--- src/rtl/io_pkg.sv ---
// io_pkg: shared defaults and handshake FSM state types for io_fifo_unit.
package io_pkg;
    localparam int IO_DATA_W_DEF = 16;
    localparam int IO_DEPTH_DEF  = 8;
    typedef enum logic {IN_IDLE, IN_ACK} in_state_t;
    typedef enum logic {OUT_IDLE, OUT_ACK} out_state_t;
endpackage

--- src/rtl/sync_fifo.sv ---
// sync_fifo: single-clock show-ahead FIFO with occupancy count.
// Ports: clk, rst (async, active-high); push/push_data write side; pop/pop_data
// read side (pop_data is the head word); full, empty, count status.
module sync_fifo import io_pkg::*; #(
    parameter int DATA_W = IO_DATA_W_DEF,
    parameter int DEPTH  = IO_DEPTH_DEF
) (
    input  logic                       clk,
    input  logic                       rst,
    input  logic                       push,
    input  logic [DATA_W-1:0]          push_data,
    input  logic                       pop,
    output logic [DATA_W-1:0]          pop_data,
    output logic                       full,
    output logic                       empty,
    output logic [$clog2(DEPTH):0]     count
);
    localparam int AW = $clog2(DEPTH);
    localparam int CW = AW + 1;
    logic [DATA_W-1:0] mem [DEPTH];
    logic [AW-1:0]     wr_ptr, rd_ptr;
    logic              do_push, do_pop;
    // Gating uses only the registered status, so a same-cycle pop never
    // frees room for a push into a full FIFO and vice versa.
    assign do_push  = push && !full;
    assign do_pop   = pop && !empty;
    assign full     = count == CW'(DEPTH);
    assign empty    = count == '0;
    assign pop_data = mem[rd_ptr];
    always_ff @(posedge clk or posedge rst) begin
        if (rst) begin
            wr_ptr <= '0;
            rd_ptr <= '0;
            count  <= '0;
        end else begin
            wr_ptr <= do_push ? wr_ptr + AW'(1) : wr_ptr;
            rd_ptr <= do_pop ? rd_ptr + AW'(1) : rd_ptr;
            count  <= count + CW'(do_push) - CW'(do_pop);
        end
    end
    always_ff @(posedge clk) begin
        if (do_push) mem[wr_ptr] <= push_data;
    end
endmodule

--- src/rtl/io_fifo_unit.sv ---
// io_fifo_unit: buffered CPU input/output unit with RX/TX FIFOs and input timeout.
// Ports: clk, rst_b (async, active-high); CPU input handshake inp_req/inp_ack/inp_data;
// CPU output handshake out_req/out_data/out_ack; rx_valid/rx_data/rx_ready stream in;
// tx_valid/tx_data/tx_ready stream out; rx_count/tx_count occupancy; rx_timeout sticky flag.
module io_fifo_unit import io_pkg::*; #(
    parameter int                DATA_W      = IO_DATA_W_DEF,
    parameter int                DEPTH       = IO_DEPTH_DEF,
    parameter int                TIMEOUT     = 0,
    parameter logic [DATA_W-1:0] TIMEOUT_VAL = '1
) (
    input  logic                   clk,
    input  logic                   rst_b,
    input  logic                   inp_req,
    output logic                   inp_ack,
    output logic [DATA_W-1:0]      inp_data,
    input  logic                   out_req,
    input  logic [DATA_W-1:0]      out_data,
    output logic                   out_ack,
    input  logic                   rx_valid,
    input  logic [DATA_W-1:0]      rx_data,
    output logic                   rx_ready,
    output logic                   tx_valid,
    output logic [DATA_W-1:0]      tx_data,
    input  logic                   tx_ready,
    output logic [$clog2(DEPTH):0] rx_count,
    output logic [$clog2(DEPTH):0] tx_count,
    output logic                   rx_timeout
);
    // Timer only has to reach TIMEOUT-1; TIMEOUT of 0 keeps a 1-bit dummy.
    localparam int            TW    = TIMEOUT > 1 ? $clog2(TIMEOUT) : 1;
    localparam logic [TW-1:0] TLAST = TW'(TIMEOUT > 0 ? TIMEOUT - 1 : 0);
    in_state_t         in_state, in_next;
    out_state_t        out_state, out_next;
    logic [TW-1:0]     timer;
    logic [DATA_W-1:0] rx_head;
    logic              rx_full, rx_empty, rx_pop, to_fire;
    logic              tx_full, tx_empty, tx_push;
    sync_fifo #(.DATA_W(DATA_W), .DEPTH(DEPTH)) u_rx (
        .clk(clk), .rst(rst_b),
        .push(rx_valid), .push_data(rx_data),
        .pop(rx_pop), .pop_data(rx_head),
        .full(rx_full), .empty(rx_empty), .count(rx_count)
    );
    sync_fifo #(.DATA_W(DATA_W), .DEPTH(DEPTH)) u_tx (
        .clk(clk), .rst(rst_b),
        .push(tx_push), .push_data(out_data),
        .pop(tx_ready), .pop_data(tx_data),
        .full(tx_full), .empty(tx_empty), .count(tx_count)
    );
    assign rx_ready = !rx_full;
    assign tx_valid = !tx_empty;
    always_comb begin
        rx_pop   = in_state == IN_IDLE && inp_req && !rx_empty;
        to_fire  = TIMEOUT != 0 && in_state == IN_IDLE && inp_req && rx_empty && timer == TLAST;
        in_next  = (rx_pop || to_fire) ? IN_ACK : (in_state == IN_ACK && !inp_req) ? IN_IDLE : in_state;
        inp_ack  = in_state == IN_ACK;
        tx_push  = out_state == OUT_IDLE && out_req && !tx_full;
        out_next = tx_push ? OUT_ACK : (out_state == OUT_ACK && !out_req) ? OUT_IDLE : out_state;
        out_ack  = out_state == OUT_ACK;
    end
    always_ff @(posedge clk or posedge rst_b) begin
        if (rst_b) begin
            in_state  <= IN_IDLE;
            out_state <= OUT_IDLE;
        end else begin
            in_state  <= in_next;
            out_state <= out_next;
        end
    end
    // Wait timer runs only while a request is stalled on an empty RX FIFO.
    always_ff @(posedge clk or posedge rst_b) begin
        if (rst_b) timer <= '0;
        else if (!inp_req || in_state != IN_IDLE || rx_pop || to_fire) timer <= '0;
        else if (timer != '1) timer <= timer + TW'(1);
    end
    always_ff @(posedge clk or posedge rst_b) begin
        if (rst_b) begin
            inp_data   <= '0;
            rx_timeout <= 1'b0;
        end else begin
            inp_data   <= rx_pop ? rx_head : to_fire ? TIMEOUT_VAL : inp_data;
            rx_timeout <= rx_timeout || to_fire;
        end
    end
endmodule

--- config.mk ---
export PLATFORM = sky130hd
export DESIGN_NAME = io_fifo_unit
export DESIGN_NICKNAME = d
export VERILOG_FILES = /design/src/rtl/io_pkg.sv /design/src/rtl/sync_fifo.sv /design/src/rtl/io_fifo_unit.sv
export SDC_FILE = /design/constraint.sdc
export NUM_CORES = 1
export LEC_CHECK = 0
export ABC_CLOCK_PERIOD_IN_PS = 3520
export CAP_MARGIN = 20
export CORE_ASPECT_RATIO = 2
export CORE_MARGIN = 2
export CORE_UTILIZATION = 58
export CTS_BUF_LIST = sky130_fd_sc_hd__clkbuf_16
export DETAILED_ROUTE_END_ITERATION = 12
export PLACE_DENSITY = 0.78
export SLEW_MARGIN = 0
export SYNTH_ARGS = -nofsm -noshare
export SYNTH_HDL_FRONTEND = slang
export SYNTH_SLANG_ARGS = --single-unit
--- constraint.sdc ---
create_clock -name clk -period 3.52 [get_ports clk]
set_input_delay 0.704 -clock clk [delete_from_list [all_inputs] [get_ports clk]]
set_output_delay 0.704 -clock clk [all_outputs]
set_load 0.1 [all_outputs]
# After elaboration in Yosys (flattened, before gate mapping)
# Memory sizes are Yosys's and may differ from the RTL's. A register that Yosys moved wholly into a read port is not among the register bits.
# Cells that the tools add are included.
# op_classes
add_sub_neg	8
n_eq_ne	2
n_mux	8
bitwise_logic	2
n_reduce_logical	20
# ops
cell	count
adder 3 x 1 -> 3 bit (second input constant)	4
logical AND 1 bit	10
adder 4 x 1 -> 4 bit	2
equality test 4 bit (second input constant)	2
zero test 4 bit	2
two-way mux 1 bit	8
subtractor 4 x 1 -> 4 bit	2
zero test 1 bit	6
nonzero test 2 bit	2
NOT 1 bit	2
# totals
ff_bits	22
ramBits	256
output_inout_bits	45
elab_cells	50
mem_count	2
# memory_table
memory	depth	word_bits	rd	rd_clocked_by_memory_dff	wr	line	source
u_rx.mem	8	16	1	1	1	sync_fifo.sv:20	logic [DATA_W-1:0] mem [DEPTH];
u_tx.mem	8	16	1	0	1	sync_fifo.sv:20	

# Depth between registers and ports, before layout
# logic_depth
word_depth	6
mapped_depth	12
ltp_nobuf	11

# Hierarchy
# From an unflattened synthesis, not the netlist that was laid out.
# unflattened
hier_cells	536
area_unflattened_um2	11758.8
# modules_own_cells
mod	n_inst	cells_per_inst	area_per_inst_um2
sync_fifo	2	245	5501.5
io_fifo_unit	1	46	755.7

# Least setup slack after synthesis
# OpenSTA, ideal clock, no wires.
# synth_timing
kind	register to register
start	register u_rx.count[2]
end	memory u_rx.mem[0][0] (netlist bit), enable pin
setup_ns	0.409
arrival_ns	3.915
required_time_ns	3.111
path_slack_ns	-0.804
stages_incl_launch_ff	7
path_cell_list	dfrtp_1 -> inv_1 -> ha_1 -> or3b_2 -> clkbuf_1 -> nand3b_1 -> nor3_1
# synth_between
elab_chain_len	5
# synth_lines
element	line	source
start, declared	sync_fifo.sv:16	output logic [$clog2(DEPTH):0] count
start signal, assigned	sync_fifo.sv:38	count <= count + CW'(do_push) - CW'(do_pop);
equality test 4 bit	sync_fifo.sv:27	assign full = count == CW'(DEPTH);
zero test 1 bit	n/a	
net rx_ready	io_fifo_unit.sv:21	output logic rx_ready,
logical AND 1 bit	sync_fifo.sv:25	assign do_push = push && !full;
two-way mux 1 bit	sync_fifo.sv:42	if (do_push) mem[wr_ptr] <= push_data;
two-way mux 1 bit (implied by the code)	sync_fifo.sv:42	
end, declared	sync_fifo.sv:20	
# The timed path passes the listed nets, and every way through them passes these cells.

# Worst setup path in the final report
# layout_timing
start	register u_tx.rd_ptr[0]
end	output port tx_data[3]
# layout_between
elab_chain_len	1
# layout_lines
element	line	source
start, declared	sync_fifo.sv:21	logic [AW-1:0] wr_ptr, rd_ptr;
start signal, assigned	sync_fifo.sv:37	rd_ptr <= do_pop ? rd_ptr + AW'(1) : rd_ptr;
memory read (8 x 16 bit)	n/a	
end, declared	io_fifo_unit.sv:23	output logic [DATA_W-1:0] tx_data,
# No other way between the ends.

==> impl_metrics.toml <==
[global_routing]
grt_pass1_wl_um = 36070
grt_antenna_before_repair = 0
grt_max_degree = 39
grt.total_usage_pct = 22.60
gr-total-overflow = 0
grt_pass1_vias = 6463

[setup_path]
critPathMaxStageDelay_ps = 640
critPathBufInv = 2
crit_arrival_ps = 2530
critPathSlowestCell = "mux4_1"
endpoint_kind = "output port"
rrSetupSlack_ps = 1040
path_cells = "buf_4 > mux4_1 > mux2_2 > buf_12"
crit_fanout = 32
cp.required_ps = 2820
startpoint_type = "flop"
path_delay_family = "multiplexers"
worstSetupPathType = "reg -> out"

[yosys]
syn_inst = 603
ys_ff_latch = 294
yosysUniqueCellTypes = 41
syn_nets = 659
yosysSeqAreaShare_pct = 73.78
syn-cell-area_sq_mm = 0.01171
avgSynthCellArea_sq_um = 19.42
yosys-top-cells-area = "edfxtp_1 (66%), dfrtp_1 (8.1%), mux4_1 (7.0%)"
ys_warn_count = 0
yosysTopAreaCellShare_pct = 65.66
synth_top_cell_by_area = "edfxtp_1"

[cts]
post_cts_buffers = 0
ctsHoldBuffers = 0
clkLatencyLatePin_ps = 530
cts_buffer_depth = 3
clock_sinks = 294
root_buffer = "clkbuf_16"
htreeDepth = 1
cts_made_buffers = 25
cts_resized = 0
cts_tree = "built"
clk_pin_slew_ps = 70

[drt]
drtPass1Iterations = 4
ant_nets = 0
drt_iter0_drc = 329
drc = 0
wl_um = 23660
vias = 5937
routedWlPerCell_um = 23.99
viasPerCell = 6.021

[timing]
grt_setup_unrepaired = "false"
relSlewSlack_pct = 33.91
holdWs_ps = 507.0
slew_viol_final = 0
setup_violations = 0
fmax_mhz = 309.6
worst_pin_slew_ps = 988.3
post-route-period-util_pct = 91.77
clock_skew_ps = 12.94
report.final.hold_viol_count = 0
fin_tns_setup_ps = 0
period_needed_ps = 3230

[die]
num_rows = 73
fp.dieArea_sq_mm = 0.02141
core-area_sq_mm = 0.01982
start_util_pct = 59.07
fp.dieH_um = 204.9
ioPinCount = 83
dieWidth_um = 104.5

[final_layout]
final_cell_mix = "edfxtp_1 (256), clkdlybuf4s50_1 (51), mux2_2 (49)"
final_layout_size_suffix_gt1_share_pct = 20.86
final_common_cell = "edfxtp_1"
area_delta_synth_final_pct = 17.76
diodes = 0
fin_nets = 761

[placed_design]
gp_congestion = 0.7515
portBuffers = 81
dp_hpwl_um = 14620

[worst_hold_path]
hp-class = "reg -> reg"

[outcome]
status = "finished, final reports clean"

[flow_run]
cap_violations = 0
## final timing paths
| check | start | to | cells after the start |
|---|---|---|---|
| min in group asynchronous | rst_b | inp_data[1] | 2 |
| worst max-delay path | u_tx.rd_ptr[0] | tx_data[3] | 4 |
| worst min-delay path | u_tx.rd_ptr[0] | u_tx.rd_ptr[0] | 1 |
| max in group asynchronous | rst_b | u_rx.rd_ptr[0] | 2 |
| worst min register to register | u_tx.rd_ptr[0] | u_tx.rd_ptr[0] | 1 |
| worst max register to register | u_tx.count[2] | u_tx.count[2] | 10 |
## routing by layer
layer  part of all wire, %  track usage (%)
met1                    34            23.87
met2                    57            43.65
met3                   5.1            3.532
met4                   3.2            9.894
met5                     0                0
## flip-flops by register name (all words and copies together), names as in the netlist
signal / cells
inp_ack: 1
inp_data: 16
out_ack: 1
u_rx.count: 4
u_rx.mem: 128
u_rx.rd_ptr: 3
u_rx.wr_ptr: 3
u_tx.count: 4
u_tx.mem: 128
u_tx.rd_ptr: 3
u_tx.wr_ptr: 3
## cells by family (layout without fill, tap and decap cells)
family / Yosys count / after routing / share of synthesized area (%)
flops: 294 / 294 / 73.78
compound gates: 70 / 70 / 4.104
xor+xnor: 12 / 12 / 0.8977
mux: 116 / 116 / 14.89
simple gates: 44 / 44 / 2.073
other cells: 1 / 1 / 0.03203
fa+ha+maj: 18 / 18 / 2.052
buf+inv: 48 / 169 / 2.169
## final cells by class
type                    instances  area (sq um)
clock buffers                  25         625.6
clock inverters                21         173.9
fillers                      1228          6033
inverters                      19         71.32
multi-input cells             261          2840
flip-flops and latches        294          8640
well taps                     262         327.8
repair buffers                104          1109
## Yosys cell counts
library cell	count
nand2b_1	6
mux4_2	1
a21boi_0	1
clkbuf_4	1
a21oi_1	2
o22ai_1	16
xnor2_1	7
or2_1	1
a22o_1	16
xor2_1	5
and2_1	1
conb_1	1
edfxtp_1	256
mux2_2	49
buf_1	2
nor3b_4	1
nor3_1	4
nor2_1	13
nor3b_1	1
mux2_1	3
mux4_1	31
fa_1	2
buf_2	5
nand3_1	5
a21o_1	2
or3b_1	1
mux2i_1	32
dfrtp_1	38
nand2_1	5
inv_2	1
nand3b_1	2
or3b_2	2
o21ai_0	16
clkbuf_1	9
buf_4	7
o21a_1	1
o31ai_1	16
inv_1	18
nor2b_1	2
ha_1	16
buf_6	5
## metrics by stage
step / cell area, sq um / setup slack [ps] / instances / utilization, %
finish: 13790 / 289.8 / 986 / 69.56
global route: 13790 / 181.3 / 986 / 69.56
CTS: 13790 / 248.5 / 986 / 69.56
detailed placement: 12990 / 743.0 / 940 / 65.53
global placement: 12990 / 814.6 / 940 / 65.53
floorplan: 11720 / 142.5 / 603 / -
## worst register-to-register path: cells and delay by family (launching register included)
kind,cells,cell delay [ps]
adder cells (fa/ha/maj),4,1010
buffers and inverters,3,200
flip-flops,1,390
XOR/XNOR,1,150
AND/OR/NAND/NOR,2,630
Power is left out: the tool's default activity adds up to more than one toggle a clock period on the data nets, which glitch-free logic cannot reach.
==> patch: new RTL, same flow settings <==
One comparison of `count` changes from == to >=.
--- a/src/rtl/sync_fifo.sv
+++ b/src/rtl/sync_fifo.sv
@@ -24,7 +24,7 @@
     // frees room for a push into a full FIFO and vice versa.
     assign do_push  = push && !full;
     assign do_pop   = pop && !empty;
-    assign full     = count == CW'(DEPTH);
+    assign full     = count >= CW'(DEPTH);
     assign empty    = count == '0;
     assign pop_data = mem[rd_ptr];
     always_ff @(posedge clk or posedge rst) begin
Check against the original RTL: no difference found for any inputs over 4 cycles, from zero or initial values and one cycle with rst_b high; that may be too few to reach the edited logic, so the function may still have changed.
==> patch against the original RTL <==
First-iteration DRC count up 4.6%; setup slack improved by 0.16 ns; synthesized area hardly changed; design area increased by 0.84%; sequential share of layout area shrank 0.52 points; via count up 0.35%; routed wire length is 1.3% higher; sequential cell count unchanged; critical path depth is the same; fmax increased by 5.2%; critical path type unchanged; critical endpoint is now tx_data[8].
Power is left out: the tool's default activity adds up to more than one toggle a clock period on the data nets, which glitch-free logic cannot reach.
==> patch: results (changes against the original RTL) <==
Setup path
  • FF-to-FF setup slack: 0.93 ns (was 1.04 ns)
  • R2r startpoint: u_rx.count[2] (was u_tx.count[2])
  • RR Endpoint: u_rx.count[2] (was u_tx.count[2])
  • Crit path DAT: 2.37 ns (was 2.53 ns)

Global routing
  • First-pass GRT wire length: 37.20 mm (was 36.07 mm)
  • Vias in the first global route: 6,578 (was 6,463)
  • Met3 global-route usage: 3.341% (was 3.532%)
  • Met1 Use GR: 25.06% (was 23.87%)
  • Met2 Usage GRT: 44.75% (was 43.65%)
  • GRT Util Overall: 22.97% (was 22.60%)

Min path
  • Launch point of the worst hold path: inp_data[4] (was u_tx.rd_ptr[0])
  • Hold Crit Endpoint: inp_data[4] (was u_tx.rd_ptr[0])

Logic synthesis
  • Post-synth top cells: edfxtp_1, mux2_2, dfrtp_1, mux2i_1, mux4_1 (unchanged)
  • Syn_nets: 662 (was 659)
  • Sequential element share of the synthesized area: 73.85% (was 73.78%)
  • Xor/xnor share of the synthesized area: 0.8985% (was 0.8977%)
  • Async SR Flop Fraction: 12.93% (unchanged)
  • Cell variety after synth: 38 (was 41)
  • Compound-cell area share of the yosys netlist: 4.043% (was 4.104%)
  • Post-Synth Adder-Cell Area: 2.054% (was 2.052%)
  • Post-synthesis mux area share: 14.71% (was 14.89%)
  • Synth area leaders: edfxtp_1, dfrtp_1, mux4_1 (unchanged)

Placement
  • Final HPWL DP: 15.13 mm (was 14.62 mm)

Detailed routing
  • M1 WL: 8.294 mm (was 8.158 mm)
  • DR vias/cell: 6.018 (was 6.021)
  • Drt initial violations: 344 (was 329)

Layout
  • Fillers: 1,202 (was 1,228)
  • Diode count: 0 (unchanged)

Run status
  • Status: finished clean (unchanged)

Clocking
  • Total CTS buffers: 24 (was 25)

STA
  • Clk_skew: 0.02202 ns (was 0.01294 ns)
==> patch: changes by cell type after synthesis, sizes merged, moves of 3 or more <==
cell,delta
nand2,+3
nor3,+4
inv,+3
nor2,-6
==> patch: area by class of cell <==
class	count	share of cell area, %
tap	262	2.358
sequential	294	62.14
multi-input combinational	262	20.67
timing repair buffer	106	8.306
clock buffer	25	4.500
clock inverter	19	1.431
inverter	22	0.5940
==> patch: through the flow <==
stage	area (um^2)	util [%]	worst slack [ns]	std cells	hold WS [ns]
after floorplan	11710	-	0.2595	606	0.5032
after CTS	13900	70.15	0.4060	990	0.5257
after global routing	13900	70.15	0.3658	990	0.5553
final	13900	70.15	0.4492	990	0.5300
after detailed placement	13080	65.99	0.6820	946	0.5044
after global placement	13070	65.93	0.7696	945	0.4996
==> patch: critical path, cell delays in order, from the launching register on <==
cell	delay (ns)
dfrtp_1	0.44
buf_12	0.26
mux4_1	0.62
mux2_2	0.33
buf_12	0.18
